$ cat src/rtl/wddl_dr_capture_32.sv
`default_nettype none
// ============================================================================
//  Module      : wddl_dr_capture_32
//  Description : Dual-rail (WDDL) to single-rail capture stage. Waits for a
//                full precharge/evaluate cycle on the dual-rail bus, latches
//                the true rail and offers it on a valid/ready handshake.
//                Flags rail faults (p=n=1) and stalled evaluation, and keeps
//                a saturating error count.
//  Revision    : 1.0 - initial release
// ============================================================================
module wddl_dr_capture_32 #(
    parameter int WIDTH     = 32,
    parameter int TIMEOUT   = 15,
    parameter int ERR_CNT_W = 8
) (
    input  logic                 clk,
    input  logic                 rst_n,
    input  logic                 start,
    input  logic [WIDTH-1:0]     d_p_in,
    input  logic [WIDTH-1:0]     d_n_in,
    output logic [WIDTH-1:0]     d_out,
    output logic                 out_valid,
    input  logic                 out_ready,
    output logic                 busy,
    output logic                 err_fault,
    output logic                 err_timeout,
    output logic [ERR_CNT_W-1:0] err_cnt
);

    localparam int TMR_W = (TIMEOUT > 2) ? $clog2(TIMEOUT) : 1;

    localparam logic [1:0] S_IDLE      = 2'd0;
    localparam logic [1:0] S_WAIT_PRE  = 2'd1;
    localparam logic [1:0] S_WAIT_EVAL = 2'd2;
    localparam logic [1:0] S_HOLD      = 2'd3;

    localparam logic [TMR_W-1:0]     C_TMR_LAST = TMR_W'(TIMEOUT - 1);
    localparam logic [ERR_CNT_W-1:0] C_CNT_MAX  = '1;

    logic [1:0]           state_q, state_d;
    logic [TMR_W-1:0]     timer_q, timer_d;
    logic [WIDTH-1:0]     rp_q, rp_d;
    logic [WIDTH-1:0]     rn_q, rn_d;
    logic [WIDTH-1:0]     d_out_q, d_out_d;
    logic                 out_valid_q, out_valid_d;
    logic                 err_fault_q, err_fault_d;
    logic                 err_timeout_q, err_timeout_d;
    logic [ERR_CNT_W-1:0] err_cnt_q, err_cnt_d;

    // Per-cycle decode of the registered bus
    logic w_pre;
    logic w_done;
    logic w_fault;

    // Events raised by the next-state logic, consumed by the output logic
    logic ev_fault;
    logic ev_timeout;
    logic ev_capture;

    assign w_pre   = ~|(rp_q | rn_q);
    assign w_done  = &(rp_q ^ rn_q);
    assign w_fault = |(rp_q & rn_q);

    // State register plus all datapath flops
    always_ff @(posedge clk or negedge rst_n) begin
        if (!rst_n) begin
            state_q       <= S_IDLE;
            timer_q       <= '0;
            rp_q          <= '0;
            rn_q          <= '0;
            d_out_q       <= '0;
            out_valid_q   <= 1'b0;
            err_fault_q   <= 1'b0;
            err_timeout_q <= 1'b0;
            err_cnt_q     <= '0;
        end else begin
            state_q       <= state_d;
            timer_q       <= timer_d;
            rp_q          <= rp_d;
            rn_q          <= rn_d;
            d_out_q       <= d_out_d;
            out_valid_q   <= out_valid_d;
            err_fault_q   <= err_fault_d;
            err_timeout_q <= err_timeout_d;
            err_cnt_q     <= err_cnt_d;
        end
    end

    // Next-state and timer: fault beats pre/done, which beat timeout
    always_comb begin
        state_d    = state_q;
        timer_d    = timer_q;
        ev_fault   = 1'b0;
        ev_timeout = 1'b0;
        ev_capture = 1'b0;
        case (state_q)
            S_IDLE: begin
                if (start) begin
                    state_d = S_WAIT_PRE;
                    timer_d = '0;
                end
            end
            S_WAIT_PRE: begin
                if (w_fault) begin
                    state_d  = S_IDLE;
                    ev_fault = 1'b1;
                end else if (w_pre) begin
                    state_d = S_WAIT_EVAL;
                    // Timer keeps running into WAIT_EVAL; hold it at the last
                    // value so a late precharge still gets one evaluate check.
                    if (timer_q != C_TMR_LAST) begin
                        timer_d = timer_q + TMR_W'(1);
                    end
                end else if (timer_q == C_TMR_LAST) begin
                    state_d    = S_IDLE;
                    ev_timeout = 1'b1;
                end else begin
                    timer_d = timer_q + TMR_W'(1);
                end
            end
            S_WAIT_EVAL: begin
                if (w_fault) begin
                    state_d  = S_IDLE;
                    ev_fault = 1'b1;
                end else if (w_done) begin
                    state_d    = S_HOLD;
                    ev_capture = 1'b1;
                end else if (timer_q == C_TMR_LAST) begin
                    state_d    = S_IDLE;
                    ev_timeout = 1'b1;
                end else begin
                    timer_d = timer_q + TMR_W'(1);
                end
            end
            S_HOLD: begin
                // Bus faults are irrelevant once the word is captured
                if (out_valid_q && out_ready) begin
                    if (start) begin
                        state_d = S_WAIT_PRE;
                        timer_d = '0;
                    end else begin
                        state_d = S_IDLE;
                    end
                end
            end
            default: begin
                state_d = S_IDLE;
            end
        endcase
    end

    // Output and datapath next values
    always_comb begin
        rp_d          = d_p_in;
        rn_d          = d_n_in;
        d_out_d       = ev_capture ? rp_q : d_out_q;
        out_valid_d   = (state_d == S_HOLD);
        err_fault_d   = ev_fault;
        err_timeout_d = ev_timeout;
        err_cnt_d     = err_cnt_q;
        if ((ev_fault || ev_timeout) && (err_cnt_q != C_CNT_MAX)) begin
            err_cnt_d = err_cnt_q + ERR_CNT_W'(1);
        end
    end

    assign d_out       = d_out_q;
    assign out_valid   = out_valid_q;
    assign busy        = (state_q != S_IDLE);
    assign err_fault   = err_fault_q;
    assign err_timeout = err_timeout_q;
    assign err_cnt     = err_cnt_q;

endmodule
`default_nettype wire

$ cat config.mk
export PLATFORM = sky130hd
export DESIGN_NAME = wddl_dr_capture_32
export DESIGN_NICKNAME = d
export VERILOG_FILES = /design/src/rtl/wddl_dr_capture_32.sv
export SDC_FILE = /design/constraint.sdc
export NUM_CORES = 1
export LEC_CHECK = 0
export ABC_AREA = 0
export CAP_MARGIN = 20
export CORE_AREA = 3 3 106 108
export CTS_BUF_LIST = sky130_fd_sc_hd__clkbuf_2
export CTS_CLUSTER_DIAMETER = 60
export DETAILED_ROUTE_END_ITERATION = 6
export DIE_AREA = 0 0 109 111
export GPL_ROUTABILITY_DRIVEN = 0
export PLACE_DENSITY = 0.84
export REMOVE_ABC_BUFFERS = 1
export SLEW_MARGIN = 20
export SYNTH_ARGS = -nofsm -noshare
export SYNTH_HDL_FRONTEND = slang
export SYNTH_SLANG_ARGS = --single-unit
$ cat constraint.sdc
create_clock -name clk -period 3 [get_ports clk]
set_input_delay 0.45 -clock clk [delete_from_list [all_inputs] [get_ports clk]]
set_output_delay 0.45 -clock clk [all_outputs]
set_load 0.02 [all_outputs]
==> results.tsv <==
metric	value	unit
fillers	764	
die_w	109	um
cp_max_fo	8	
internal-power	2386	uW
maxCapViolCount	0	
clock_skew	0.02013	ns
fmaxAchievable	355.6	MHz
crit_type	reg2reg	
synth-simple-area-share	9.305	%
clkTransAtPathRegs	0.17	ns
arrival	3.35	ns
cts_root_buf	clkbuf_2	
vias	3494	
grt_pass1_wl	18.20	mm
synth-edff-count	0	
sw_frac_of_total	30.57	%
cts.path.max_buffers	2	
combPwrFrac	21.4	%
clock_latency	0.64	ns
drtAntennaViolNets	0	
worstSetupEndpointType	flip-flop	
setup_viol	0	
yosysWarnings	0	
seq_area	2828	um2
cts.sinks	113	
synth_area	5110	um2
routedWlPerCell	16.00	um
p_leak	0.003277	uW
yosys_register_bits	113	
yosys.area_share.xor_xnor	0.5142	%
p_sw	1050	uW
post_cts_buffers	0	
outcome	finished clean	
drive_gt1_share	11.69	%
clkPwrFrac	27.5	%
p_total	3436	uW
synth_ff_type	dfrtp_1	
synthAdderAreaFrac	17.63	%
start_kind	flip-flop	
required	3.54	ns
grt_pass1_vias	3725	
finalHoldViolations	0	
grt_max_degree	45	
vdd_drop_max	0.3300	mV
ys_seq_area_share	55.34	%
fp-row-count	37	
portBuffers	111	
core_area	10320	um2
slew_headroom	54.38	%
synthCells	412	
pre_cts_ws	0.2569	ns
powerDensity	518.4	nW/um2
tightestPinTransition	0.6780	ns
die_h	111	um
hp-class	in2reg	
post-route-drc-count	0	
grt-ovfl-total	0	
viasPerCell	5.049	
die_area	12100	um2
synth.lib_cells_used.distinct	36	
drv_slew	0	
hpwl	8.627	mm
htreeDepth	4	
fin_nets	683	
cts_buffers	17	
grt_usage	19.61	%
timing.final.crit_share	93.73	%
cts_tree	yes	
synth_area_per_cell	12.40	um2
synth_compound_area_share	3.844	%
area_delta_synth_final	29.70	%
antenna_found_initial	0	
power_frac_seq	51.1	%
muxShareOfSynthArea	7.713	%
first_iter_violations	137	
multi_input_area	1998	um2
drt_pre_antenna_iters	5	
async_flop_share	100.0	%
tns	0	ns
postRouteWirelength	11.07	mm
diodes	0	
ios	112	
layout_setup_ws	0.1881	ns
post-route-min-period	2.812	ns
synth_top_family_by_area	adder cells	
grt_setup_unrepaired	no	
start_util	49.50	%
-- sequential cells by signal (all words and copies together) (netlist names) --
| name | count |
|---|---|
| d_out | 32 |
| err_cnt | 8 |
| err_fault | 1 |
| err_timeout | 1 |
| out_valid | 1 |
| rn_q | 32 |
| rp_q | 32 |
| state_q | 2 |
| timer_q | 4 |
-- critical path, cell delays in order, from the launching register on --
cell and delay (ns):
dfrtp_1 0.44, ha_1 0.20, nor4_1 0.41, nand4_1 0.22
or2_1 0.40, a211oi_4 0.49, or2b_4 0.23, mux2_1 0.31
-- cell usage after synthesis, types with 6 or more instances --
library cell / n / area [um2]
nor2_1: 13 / 48.80
ha_1: 72 / 900.9
nor3_1: 7 / 35.03
a21oi_1: 6 / 30.03
dfrtp_1: 113 / 2828
nor4_1: 13 / 81.33
nand2_1: 11 / 41.29
nand3_1: 9 / 45.04
mux2_1: 9 / 101.4
inv_1: 70 / 262.8
mux2_2: 26 / 292.8
nand4_1: 24 / 150.1
-- power groups by stage --
stage,sequential (uW),combinational [uW],clock [uW]
2_1_floorplan,1820,338,0
3_3_place_gp,1780,703,0
3_5_place_dp,1790,735,0
4_1_cts,1760,741,965
5_1_grt,1780,818,1040
6_report,1760,735,945
-- per-layer routing --
| layer | vias to the layer above | wire, um | GRT usage [%] |
|---|---|---|---|
| met5 | - | 0 | 0 |
| met4 | 0 | 254 | 7.239 |
| met3 | 22 | 583 | 4.950 |
| met2 | 112 | 5533 | 32.43 |
| met1 | 1703 | 4703 | 24.61 |
| li1 | 1657 | - | - |
-- final cells by class --
type                       instances  share of cell area, %
sequential                       113                  42.67
inverter                          70                  3.965
clock inverter                    11                  1.737
clock buffer                      21                  1.586
tap                              136                  2.567
timing repair buffer             116                  17.33
multi-input combinational        225                  30.15
-- cells by family after synthesis --
logic type	Yosys count
multiplexers	35
adder cells (fa/ha/maj)	72
AO/OA/AOI/OAI	27
flip-flops	113
XOR/XNOR	3
AND/OR/NAND/NOR	88
buffers and inverters	74
-- per-stage QoR --
step	cell area, um2	hold WS (ns)	instances	utilization (%)
final	6628	0.2225	692	64.20
after global routing	6628	0.1524	692	64.20
after CTS	6628	0.1680	692	64.20
after detailed placement	6397	0.4797	659	61.97
after global placement	6397	0.4673	659	61.97
after floorplan	5084	0.1544	408	-
-- path summary, 6_finish.rpt --
kind	startpoint	to	slack, ns	depth (start not counted)
setup / recovery	rp_q[19]$_DFF_PN0_	err_cnt[1]$_DFFE_PN0P_	0.19	7
setup reg to reg	rp_q[19]$_DFF_PN0_	err_cnt[1]$_DFFE_PN0P_	0.19	7
max in group asynchronous	rst_n	d_out[30]$_DFFE_PN0P_	1.80	3
hold / removal	d_n_in[26]	rn_q[26]$_DFF_PN0_	0.22	1
min in group asynchronous	rst_n	d_out[20]$_DFFE_PN0P_	0.31	2
hold reg to reg	d_out[16]$_DFFE_PN0P_	d_out[16]$_DFFE_PN0P_	0.51	1
-- placed cells by master (no fill, tap or decap), types with 11 or more instances in the layout --
cell type          n
dfrtp_1          113
clkdlybuf4s50_1  110
ha_1              72
inv_1             70
mux2_2            26
nand4_1           24
clkbuf_2          21
nor4_1            13
nor2_1            13
nand2_1           11
-- what timing repair did --
action                                 in CTS  in global routing
gates resized for setup                     0                  0
hold buffers                                1                  0
endpoints found under the hold margin      42                  0
Power figures use the tool's default switching activity.
